### src/rtl/jtroadf_romarb.sv
// jtroadf_romarb: shares one SDRAM ROM slot between the object line drawer
// (obj) and the scroll-tile fetcher (scr) of the Road Fighter video.
// Each requester keeps its last fetched word together with an address tag,
// so repeating an address is answered combinationally with no SDRAM access.
//
// Handshake: a requester holds X_cs and X_addr steady until X_ok is high;
// X_ok is high exactly when X_data belongs to the current X_addr. Towards
// the SDRAM, rom_cs/rom_addr are held until rom_ok is sampled in the WAIT
// state; rom_ok at any other time is ignored.
module jtroadf_romarb #(
    parameter int AW        = 14,
    parameter bit OBJ_FIRST = 1'b1
) (
    input  logic          clk,
    input  logic          rst,
    input  logic          obj_cs,
    input  logic [AW-1:0] obj_addr,
    output logic [31:0]   obj_data,
    output logic          obj_ok,
    input  logic          scr_cs,
    input  logic [AW-1:0] scr_addr,
    output logic [31:0]   scr_data,
    output logic          scr_ok,
    output logic          rom_cs,
    output logic [AW:0]   rom_addr,
    input  logic [31:0]   rom_data,
    input  logic          rom_ok,
    output logic [1:0]    st_dbg
);

    typedef enum logic [1:0] {
        ST_IDLE  = 2'd0,
        ST_ISSUE = 2'd1,
        ST_WAIT  = 2'd2
    } state_t;

    state_t        state, state_nx;

    logic [AW-1:0] tag_obj, tag_scr;
    logic          vld_obj, vld_scr;
    logic          hit_obj, hit_scr;
    logic          need_obj, need_scr;

    // round-robin history: hist_vld clears on reset, last_obj names the
    // owner of the last completed access
    logic          hist_vld, last_obj;

    logic          start, pick_obj, done, keep;
    logic          own_obj;
    logic          own_cs;
    logic [AW-1:0] own_addr;

    assign st_dbg   = state;

    assign hit_obj  = vld_obj & (obj_addr == tag_obj);
    assign hit_scr  = vld_scr & (scr_addr == tag_scr);
    assign obj_ok   = obj_cs & hit_obj;
    assign scr_ok   = scr_cs & hit_scr;
    assign need_obj = obj_cs & ~hit_obj;
    assign need_scr = scr_cs & ~hit_scr;

    // the owner of the access in flight is the MSB of the latched address
    assign own_obj  = rom_addr[AW];
    assign own_cs   = own_obj ? obj_cs   : scr_cs;
    assign own_addr = own_obj ? obj_addr : scr_addr;
    // data is kept only if the owner still wants the word it asked for
    assign keep     = done & own_cs & (own_addr == rom_addr[AW-1:0]);

    // state register
    always_ff @(posedge clk or posedge rst) begin
        if (rst) state <= ST_IDLE;
        else     state <= state_nx;
    end

    // next state, arbitration and completion decode
    always_comb begin
        state_nx = state;
        start    = 1'b0;
        pick_obj = 1'b0;
        done     = 1'b0;
        case (state)
            ST_IDLE: begin
                if (need_obj | need_scr) begin
                    start    = 1'b1;
                    state_nx = ST_ISSUE;
                    if (need_obj & need_scr)
                        pick_obj = hist_vld ? ~last_obj : OBJ_FIRST;
                    else
                        pick_obj = need_obj;
                end
            end
            // a stale rom_ok from the previous access must not complete this one
            ST_ISSUE: state_nx = ST_WAIT;
            ST_WAIT: begin
                if (rom_ok) begin
                    done     = 1'b1;
                    state_nx = ST_IDLE;
                end
            end
            default: state_nx = ST_IDLE;
        endcase
    end

    // SDRAM request, round-robin history and per-requester word stores
    always_ff @(posedge clk or posedge rst) begin
        if (rst) begin
            rom_cs   <= 1'b0;
            rom_addr <= '0;
            hist_vld <= 1'b0;
            last_obj <= 1'b0;
            tag_obj  <= '0;
            tag_scr  <= '0;
            vld_obj  <= 1'b0;
            vld_scr  <= 1'b0;
            obj_data <= '0;
            scr_data <= '0;
        end else begin
            if (start) begin
                rom_cs   <= 1'b1;
                rom_addr <= {pick_obj, pick_obj ? obj_addr : scr_addr};
            end else if (done) begin
                rom_cs   <= 1'b0;
            end
            if (done) begin
                hist_vld <= 1'b1;
                last_obj <= own_obj;
            end
            if (keep && own_obj) begin
                obj_data <= rom_data;
                tag_obj  <= rom_addr[AW-1:0];
                vld_obj  <= 1'b1;
            end
            if (keep && !own_obj) begin
                scr_data <= rom_data;
                tag_scr  <= rom_addr[AW-1:0];
                vld_scr  <= 1'b1;
            end
        end
    end

endmodule

### config.mk
export PLATFORM = sky130hd
export DESIGN_NAME = jtroadf_romarb
export DESIGN_NICKNAME = d
export VERILOG_FILES = /design/src/rtl/jtroadf_romarb.sv
export SDC_FILE = /design/constraint.sdc
export NUM_CORES = 1
export LEC_CHECK = 0
export CAP_MARGIN = 10
export CORE_UTILIZATION = 44
export CTS_BUF_LIST = sky130_fd_sc_hd__clkbuf_4 sky130_fd_sc_hd__clkbuf_8
export CTS_CLUSTER_DIAMETER = 40
export DETAILED_ROUTE_END_ITERATION = 7
export MAX_ROUTING_LAYER = met4
export PLACE_DENSITY = 0.77
export SYNTH_ARGS = -nofsm -noshare
export SYNTH_HDL_FRONTEND = slang
export SYNTH_SLANG_ARGS = --single-unit
### constraint.sdc
create_clock -name clk -period 3.3 [get_ports clk]
set_input_delay 0.495 -clock clk [delete_from_list [all_inputs] [get_ports clk]]
set_output_delay 0.495 -clock clk [all_outputs]
set_load 0.02 [all_outputs]
==> impl_metrics.csv <==
group,metric,value,unit
clock_network,cts_buffers,17,
pwr,p_leak,3.67,nW
run,drv_cap,0,
yosys,synth_cell_types,29,
setup_path,cp.arrival,2.68,ns
global_route,grt-ovfl-total,0,
routing,drt_iter0_drc,313,
yosys,netlist_area,5320,um2
floorplanning,rows,39,
global_route,grt_antenna_before_repair,0,
global_route,grt_pass1_vias,3975,
timing,finClkSkew,0.0139,ns
timing,tns,0,ns
placement,dp_cells,665,
pwr,p_comb_share,27.0,%
cells_and_area,diodes,0,
worst_hold_path,hold_class,"in2async",
floorplanning,die-width,112,um
yosys,ys_seq_area_share,53.6,%
cells_and_area,area.growth.synth_to_final,39.6,%
clock_network,cts_setup_buffers,0,
global_route,grtUsageTotal,22.6,%
routing,wire_per_inst,18.4,um
cells_and_area,postLayoutCellArea,7430,um2
placement,place_congestion,0.827,
routing,first_pass_iters,8,
pwr,power_frac_seq,38.2,%
run_status,violations,"design-rule violations",
yosys,yosysWarnings,0,
timing,rsz0062_at_grt,"no",
setup_path,critPathCaptureType,"output port",
placement,preCtsSetupSlack,0.208,ns
pwr,ir_worst_vdd,0.000376,V
pwr,p_per_area,584,nW/um2
clock_network,cts_tree,"built",
routing,drc,11,
clock_network,cts_root_buf,"clkbuf_8",
global_route,grt_max_degree,69,
floorplanning,die_h,112,um
timing,fin_crit_sh,96.1,%
yosys,syn_area_per_cell,14.1,um2
clock_network,cts_buffer_depth,2,
placement,io_buffer_count,148,
yosys,netlist_instances,377,
floorplanning,io_pins,149,
cells_and_area,fin_nets,606,
yosys,synth_nets,442,
clock_network,clock_latency,0.43,ns
timing,fin_ws,0.129,ns
routing,via_per_inst,5.19,
timing,maxSlewHeadroom,62.0,%
run_status,status,"complete, but fails checks",
routing,routed_wl,12.8,mm
pwr,power.switching,0.00132,W
routing,num_vias,3615,
global_route,grt_pass1_wl,20.8,mm
yosys,yosys_register_bits,114,
floorplanning,die-area,12500,um2
pwr,p_clk_share,34.9,%
clock_network,cts_resized,0,
floorplanning,core,11600,um2
placement,placement.cell_area,6980,um2
cells_and_area,drive_gt1_share,25.0,%
timing,finalSetupViolCount,0,
placement,place_hpwl,9.22,mm
clock_network,clk_pin_slew,0.08,ns
setup_path,path_max_fanout,3,
clock_network,cts.sinks,114,
setup_path,setup.worst_path.class,"in2out",
cells_and_area,fin_cells,696,
floorplanning,start_util,45.8,%
setup_path,required,2.80,ns
clock_network,hold_buffers,0,
timing,post-route-min-period,3.17,ns
clock_network,h-tree-depth,4,
timing,maxSlewViolCount,0,
timing,timing_worst_slew_pin_value,0.562,ns
routing,antenna_left,0,
pwr,switching_share,30.3,%
pwr,p_int,0.00302,W
timing,hold_viol_final,0,
setup_path,setup.worst_path.start_class,"primary input",
timing,fmax,315,MHz
==> registers in the layout, summed over array words and instances, names as in the netlist <==
| signal | flops |
|---|---|
| last_obj | 1 |
| rom_addr | 15 |
| scr_data | 32 |
| vld_obj | 1 |
| st_dbg | 2 |
| rom_cs | 1 |
| vld_scr | 1 |
| tag_scr | 14 |
| tag_obj | 14 |
| hist_vld | 1 |
| obj_data | 32 |
==> synthesized netlist by cell type (all sizes together) <==
master  count  area [um2]
buf        13         120
inv        45         169
a222oi     14         140
and2        2        12.5
nand3       2        10.0
o211a       1        10.0
nand4       8        50.1
xnor2      42         368
mux2i      16         160
mux2       92        1250
nand3b      1        7.51
clkbuf      2        7.51
nor2        2        7.51
a211oi      1        7.51
o41a        2        22.5
nand2b      4        25.0
nand2       4        15.0
or2         1        6.26
and4        1        8.76
o21ai       2        10.0
o41ai       1        8.76
dfrtp     114        2850
nor4        6        43.8
a21o        1        7.51
==> worst max-delay path, cell delays in order <==
cell and delay [ns]:
clkdlybuf4s50_1 0.46, xnor2_1 0.30, nand4_1 0.23, nor4_1 0.41, and2_1 0.18, clkdlybuf4s50_1 0.59
==> layout by cell type (no fill, tap or decap), types with 2 or more instances in the layout <==
cell type / Yosys / final
nor4_1: 5 / 5
nor2_1: 2 / 2
inv_1: 45 / 44
clkinvlp_4: 0 / 2
and2_1: 2 / 2
clkdlybuf4s50_1: 0 / 148
dfrtp_1: 114 / 114
clkbuf_8: 0 / 19
a222oi_1: 14 / 14
mux2_2: 34 / 34
nand4_1: 8 / 8
clkinv_2: 0 / 3
buf_12: 0 / 2
nand2b_1: 4 / 4
xnor2_1: 42 / 42
nand3_1: 2 / 2
buf_4: 2 / 10
mux2_4: 58 / 58
bufinv_16: 0 / 5
o41a_1: 2 / 2
clkbuf_4: 0 / 2
mux2i_1: 16 / 16
nand2_1: 4 / 4
==> kinds of logic after synthesis <==
| family | Yosys count | share of synthesized area [%] |
|---|---|---|
| mux | 108 | 26.6 |
| flops | 114 | 53.6 |
| simple gates | 31 | 3.50 |
| xor+xnor | 42 | 6.91 |
| buf+inv | 60 | 5.57 |
| compound gates | 22 | 3.88 |
==> per-layer routing <==
layer | vias up | share of wire [%] | global-route usage [%]
li1 | 1634 | - | -
met1 | 1828 | 43 | 27.5
met2 | 128 | 50 | 35.9
met3 | 25 | 5.5 | 5.39
met4 | 0 | 2.2 | 9.51
met5 | - | 0 | -
==> power by group through the flow <==
| stage | combinational (W) | sequential, W | clock, W |
|---|---|---|---|
| floorplan | 0.000548 | 0.00179 | 0 |
| global placement | 0.00113 | 0.00168 | 0 |
| detailed placement | 0.00116 | 0.00168 | 0 |
| CTS | 0.00117 | 0.00166 | 0.00154 |
| global route | 0.00124 | 0.00168 | 0.00161 |
| finish | 0.00117 | 0.00166 | 0.00151 |
==> final timing paths <==
kind                                     startpoint                 endpoint  slack (ns)  cells after the start
max in group asynchronous                       rst  rom_addr[3]$_DFFE_PP0P_        2.11                      3
setup reg to reg           rom_addr[14]$_DFFE_PP0P_  obj_data[6]$_DFFE_PP0P_        0.67                      7
setup / recovery                       scr_addr[11]                   scr_ok        0.13                      6
min in group clk                vld_obj$_DFFE_PP0P_      vld_obj$_DFFE_PP0P_        0.47                      1
hold reg to reg                 vld_obj$_DFFE_PP0P_      vld_obj$_DFFE_PP0P_        0.47                      1
hold / removal                                  rst    st_dbg[0]$_DFFE_PP0P_        0.46                      2
==> metrics by stage <==
step                      hold slack, ns  total power [W]  utilization (%)
after floorplan                    0.434          0.00233                -
after global placement             0.451          0.00281             60.1
after detailed placement           0.452          0.00284             60.1
after CTS                          0.450          0.00437             64.0
after global routing               0.486          0.00453             64.0
final                              0.457          0.00434             64.0
==> layout make-up <==
cell class / count / area, um2
fillers: 928 / 4180
multi-input cells: 203 / 2170
clock buffers: 21 / 277
well taps: 143 / 179
flip-flops and latches: 114 / 2850
inverters: 45 / 173
clock inverters: 10 / 181
repair buffers: 160 / 1600
No activity file was read; power rests on OpenSTA's default activity.
